### src/rtl/pad_window_sequencer.sv
// pad_window_sequencer
//   Runs one pass of the input-padding stage and then walks non-overlapping
//   FILTER_SIZE x FILTER_SIZE windows over the PADDED x PADDED result in
//   raster order, handing top-left coordinates to the downstream engine.
//
// Ports
//   clk        clock, all logic on posedge
//   reset      synchronous active-high reset
//   start      request one pass (sampled only in IDLE)
//   abort      cancel the pass (honoured in LOAD/SETTLE/SCAN)
//   pad_en     one-cycle enable to the padding register
//   busy       high in every state except IDLE
//   win_valid  window coordinates valid (SCAN)
//   win_ready  consumer accepts the window this cycle
//   win_row    top-left row of the current window
//   win_col    top-left column of the current window
//   win_last   current window is the final one
//   done       one-cycle pulse when a pass completes normally
//
// state  | meaning
// -------+----------------------------------------------------
// IDLE   | waiting for start
// LOAD   | pad register enabled for one cycle
// SETTLE | one cycle for the padded array to become stable
// SCAN   | presenting windows with valid/ready handshake
// DONE   | one-cycle completion pulse, then back to IDLE
module pad_window_sequencer #(
    parameter int SIZE        = 5,
    parameter int FILTER_SIZE = 3,
    localparam int PADDED     = SIZE + ((FILTER_SIZE - SIZE % FILTER_SIZE) % FILTER_SIZE),
    localparam int NWIN       = PADDED / FILTER_SIZE,
    localparam int COORD_W    = (PADDED > 1) ? $clog2(PADDED) : 1
) (
    input  logic               clk,
    input  logic               reset,
    input  logic               start,
    input  logic               abort,
    output logic               pad_en,
    output logic               busy,
    output logic               win_valid,
    input  logic               win_ready,
    output logic [COORD_W-1:0] win_row,
    output logic [COORD_W-1:0] win_col,
    output logic               win_last,
    output logic               done
);

    localparam logic [COORD_W-1:0] LAST_C = COORD_W'((NWIN - 1) * FILTER_SIZE);
    localparam logic [COORD_W-1:0] STEP   = COORD_W'(FILTER_SIZE);

    typedef enum logic [2:0] {
        S_IDLE,
        S_LOAD,
        S_SETTLE,
        S_SCAN,
        S_DONE
    } state_t;

    state_t state, state_next;
    logic [COORD_W-1:0] row, col;
    logic accept;
    logic at_last;

    assign accept  = (state == S_SCAN) && win_ready;
    assign at_last = (row == LAST_C) && (col == LAST_C);

    always_ff @(posedge clk) begin
        if (reset) begin
            state <= S_IDLE;
        end else begin
            state <= state_next;
        end
    end

    always_comb begin
        state_next = state;
        case (state)
            S_IDLE:   if (start) state_next = S_LOAD;
            S_LOAD:   state_next = abort ? S_IDLE : S_SETTLE;
            S_SETTLE: state_next = abort ? S_IDLE : S_SCAN;
            S_SCAN: begin
                // abort takes priority over completing the final window
                if (abort) begin
                    state_next = S_IDLE;
                end else if (accept && at_last) begin
                    state_next = S_DONE;
                end
            end
            S_DONE:   state_next = S_IDLE;
            default:  state_next = S_IDLE;
        endcase
    end

    // Counters only hold meaning in SCAN; anything that leaves or has not
    // yet entered SCAN clears them, so each pass begins at (0,0).
    always_ff @(posedge clk) begin
        if (reset) begin
            row <= '0;
            col <= '0;
        end else if (state_next != S_SCAN) begin
            row <= '0;
            col <= '0;
        end else if (accept) begin
            if (int'(col) + FILTER_SIZE >= PADDED) begin
                col <= '0;
                row <= row + STEP;
            end else begin
                col <= col + STEP;
            end
        end
    end

    always_comb begin
        pad_en    = 1'b0;
        busy      = 1'b0;
        win_valid = 1'b0;
        win_last  = 1'b0;
        done      = 1'b0;
        case (state)
            S_LOAD:   begin pad_en = 1'b1; busy = 1'b1; end
            S_SETTLE: busy = 1'b1;
            S_SCAN:   begin busy = 1'b1; win_valid = 1'b1; win_last = at_last; end
            S_DONE:   begin busy = 1'b1; done = 1'b1; end
            default:  ;
        endcase
    end

    assign win_row = row;
    assign win_col = col;

endmodule

### config.mk
export PLATFORM = sky130hd
export DESIGN_NAME = pad_window_sequencer
export DESIGN_NICKNAME = d
export VERILOG_FILES = /design/src/rtl/pad_window_sequencer.sv
export SDC_FILE = /design/constraint.sdc
export NUM_CORES = 1
export LEC_CHECK = 0
export CAP_MARGIN = 20
export CORE_MARGIN = 3
export CORE_UTILIZATION = 35
export CTS_BUF_LIST = sky130_fd_sc_hd__clkbuf_4 sky130_fd_sc_hd__clkbuf_8
export DETAILED_ROUTE_END_ITERATION = 12
export MAX_ROUTING_LAYER = met4
export PLACE_DENSITY_LB_ADDON = 0.12
export SETUP_SLACK_MARGIN = 0.1
export SYNTH_ARGS = -nofsm -noshare
export SYNTH_HDL_FRONTEND = slang
export SYNTH_SLANG_ARGS = --single-unit
### constraint.sdc
create_clock -name clk -period 2.3 [get_ports clk]
set_input_delay 0.23 -clock clk [delete_from_list [all_inputs] [get_ports clk]]
set_output_delay 0.23 -clock clk [all_outputs]
set_load 0.005 [all_outputs]
Word level (Yosys, flattened, before mapping). Index checks and enable logic that the tools add are counted.

Add/subtract/negate cells: 3. Magnitude comparators: 1. Equality and inequality tests: 7. Mux-type cells: 12. Reduce and logical (&&, ||, !) cells: 7.

Operators by type and width (number): 3-bit by 2-bit equality test with 1-bit output, second input constant (4); 3-bit two-way mux (4); 3-bit one-hot mux with 4 select lines (1); 3-bit by 2-bit adder with 3-bit output, second input constant (2); 1-bit two-way mux (5); 3-bit by 2-bit adder with 4-bit output, second input constant (1); 4-bit by 3-bit greater-or-equal comparator with 1-bit output, second input constant (1); 2-bit two-way mux (2); 4-bit OR reduction (1); 3-bit by 1-bit equality test with 1-bit output, second input constant (1); 3-bit equality test, second input constant (1); 1-bit logical AND (3); 3-bit zero test (1); 3-bit by 2-bit inequality test with 1-bit output, second input constant (1); 2-bit AND reduction (1); 2-bit OR reduction (1).

Register bits after elaboration: 9. Logic and storage cells: 33.

Longest topological paths before layout.
Word-level depth: 8. Gate-level depth with buffers: 6. Gate-level depth less buffers: 6.

Worst setup path before layout. Ideal clock, no wire load.

Kind: register to register. Start point: reg col[0] (netlist: win_col[0]). End point: reg row[0] (netlist: win_row[0]). Setup time: 0.123 ns. Arrival time: 1.719 ns. Required time: 2.177 ns. Path slack: 0.458 ns. Cell stages (with the launch flop): 7. Cells stage by stage: dfxtp_1 > inv_1 > ha_1 > nor2b_1 > o211ai_1 > and3_1 > mux2_1.

Cells in the longest elaborated chain, start to end: 8. Elaborated cells on any way between the ends: 11. Classes of those cells: 1 x add/sub; 1 x order compare; 2 x eq/ne; 3 x mux; 4 x reduce/logical.

Ends and longest elaborated chain: from (decl) (line 60) `logic [COORD_W-1:0] row, col;`; from (signal assigned) (line 108) `col <= col + STEP;`; 3-bit by 2-bit equality test with 1-bit output (line 65) `assign at_last = (row == LAST_C) && (col == LAST_C);`; 1-bit logical AND (line 65); 1-bit logical AND (line 85) `end else if (accept && at_last) begin`; 3-bit two-way mux (line 85); 3-bit two-way mux (line 83) `if (abort) begin`; 3-bit one-hot mux with 4 select lines (line 77) `case (state)`; 3-bit by 2-bit inequality test with 1-bit output (line 100) `end else if (state_next != S_SCAN) begin`; 2-bit OR reduction (no source line); to (signal assigned) (line 106) `row <= row + STEP;`; to (decl) (line 60).

Parallel ways exist; a longest one is shown, timed or not. A chain may end at the register's enable or synchronous reset.

Final worst setup path. Ends and elaborated chain as after synthesis.

==> results.cfg <==
[clock_network]
cts_resized = 0
htree_levels = 1
clkTransAtPathRegs_ps = 60
clock-sinks = 9
clockRootBuffer = clkbuf_4
postCtsSetupBuffers = 0
cts_tree = done
ctsHoldBuffers = 0
numCtsBuffers = 3
insertion_delay_ps = 260
cts.path.max_buffers = 2

[synthesis]
avgSynthCellArea_sq_um = 8.46
yosys_warnings = 0
syn_nets = 76
synth_edf_count = 0
syn_inst = 67
async_flop_share_pct = 0
synth_area_sq_um = 567
synth.distinct_cells = 28
synth_top_flop_cell = dfxtp_1
synth-seq-area-share_pct = 31.8
yosys_register_bits = 9

[worst_setup_path]
cp.required_ps = 2450
crit_fanout = 6
critPathKind = reg -> reg
r2r_cells = 6
cp.arrival_ps = 2170
end_kind = register
worstSetupStartpointType = register

[routing]
initialDrtViolationCount = 8
antenna_left = 0
viasPerCell = 5.09
routedWlPerCell_microns = 12.3
drcViolationCount = 0
drt_first_pass_iters = 4
vias = 514
drt-total-wl_mm = 1.24

[sta]
slew_headroom_pct = 72.7
tightestPinTransition_ps = 408
finalHoldViolations = 0
setup_violations = 0
slew_violations = 0
fin_setup_tns_ps = 0
max_freq_mhz = 495
period_share_pct = 87.9
finClkSkew_ps = 6.14
rsz0062_at_grt = no
finalCriticalPeriod_ps = 2020

[global_routing]
grt_usage_pct = 13.3
grt_max_degree = 9
top_usage_layer = met1
grtUsageMet3_pct = 7.03
grt_overflow = 0
met2_usage_pct = 16.8
grt_pass1_wl_mm = 1.95
grt_pass1_vias = 438
antenna_found_initial = 0
grt_util_met1_pct = 18.7

[placed_design]
port_buffers = 15
dpl.hpwl_microns = 958
place_area_sq_um = 736
place_congestion = 0.794

[cells_and_area]
nNetsFinal = 96
syn_to_final_growth_pct = 35.1
drive_gt1_share_pct = 9.30
n_antenna_cell = 0
final_area_sq_um = 766

[status]
status = completed

[floorplanning]
initial_core_util_pct = 40.1
die_y_microns = 46.2
core-area_sq_mm = 0.00142
die-area_sq_mm = 0.00214
fp.dieW_microns = 46.2
rows = 13
io_pins = 16

[hold_path]
whs_path_depth = 2
worst_hold_path_type = reg -> reg

[power_and_ir_drop]
power_leakage_nw = 0.299
power_density_mw_per_mm2 = 422
vdd_drop_max_mv = 0.376

[run]
drv_cap = 0
## report_power, final
part	switching [mW]	internal (mW)
Sequential	0.00331	0.158
Combinational	0.0108	0.0181
Clock	0.0546	0.0786
Total	0.0686	0.255
## flip-flops by register name (all words and copies together) (netlist names)
signal and cells:
win_row 3, win_col 3, state 3
## area by class of cell
cell class                      instances  area, sq um
Clock buffer                            4         30.0
Fill cell                             145          649
Inverter                                6         22.5
Multi-Input combinational cell         52          364
Sequential cell                         9          180
Tap cell                               15         18.8
Timing Repair Buffer                   15          150
## placed cells by master, fill, tap and decap left out
cell / Yosys / final
o21bai_1: 1 / 1
nor3b_1: 1 / 1
a21o_4: 1 / 1
nand3_1: 2 / 2
nand2b_1: 1 / 1
and4bb_2: 1 / 1
or4b_4: 1 / 1
inv_1: 6 / 6
and3_1: 2 / 2
nand2_1: 3 / 3
a211oi_2: 1 / 1
dfxtp_1: 9 / 9
nor2_1: 10 / 10
clkdlybuf4s50_1: 0 / 15
a31oi_1: 2 / 2
nor3_1: 1 / 1
and2_1: 4 / 4
mux2_1: 2 / 2
a211o_1: 2 / 2
o21ai_0: 1 / 1
nor2b_1: 1 / 1
clkbuf_4: 0 / 4
or2b_1: 1 / 1
a21oi_1: 5 / 5
and3b_1: 1 / 1
ha_1: 4 / 4
or4_1: 1 / 1
xnor2_1: 1 / 1
nand4b_1: 1 / 1
o211ai_1: 1 / 1
## Yosys cell counts, drive strengths merged, types with 2 or more instances
cell / n / area share [%]
a21oi: 5 / 4.4
and3: 2 / 2.2
nor2: 10 / 6.6
dfxtp: 9 / 32
inv: 6 / 4.0
and2: 4 / 4.4
mux2: 2 / 4.0
nand2: 3 / 2.0
ha: 4 / 8.8
nand3: 2 / 1.8
a31oi: 2 / 2.2
a211o: 2 / 3.1
## per-stage QoR
stage	setup slack [ps]	hold slack [ps]	utilization, %	std cells	power (mW)
6_report	278	522	54.1	101	0.323
5_1_grt	164	564	54.1	101	0.344
4_1_cts	263	524	54.1	101	0.328
3_5_place_dp	297	516	52.0	97	0.193
3_3_place_gp	366	499	52.0	97	0.193
2_1_floorplan	458	307	-	67	0.176
## cell families after synthesis
group	count (synthesis)	synth area share, %
and+or+nand+nor	31	31.8
AOI/OAI and AO/OA	14	18.1
xor gates and xnor gates	1	1.55
adders and majority gates	4	8.83
DFF	9	31.8
muxes	2	3.97
buffers and inverters	6	3.97
## worst paths after layout
path                            slack [ps]                     from                       to
worst min-delay path                   520  win_col[1]$_SDFFE_PP0P_  win_col[1]$_SDFFE_PP0P_
worst max register to register         280  win_col[0]$_SDFFE_PP0P_  win_row[0]$_SDFFE_PP0P_
worst max-delay path                   280  win_col[0]$_SDFFE_PP0P_  win_row[0]$_SDFFE_PP0P_
worst min register to register         520  win_col[1]$_SDFFE_PP0P_  win_col[1]$_SDFFE_PP0P_
## metal layers
metal / part of all wire [%] / vias to the layer above
met5: 0 / -
met4: 0 / 0
met3: 5.3 / 0
met2: 42 / 9
met1: 53 / 233
li1: - / 272
## critical path, cell delays in order (launching register included)
cell and delay [ps]:
dfxtp_1 410, inv_1 70, ha_1 300, nor2b_1 160, o211ai_1 360, and3_1 280
mux2_1 330
(Power assumes the default switching activity.)
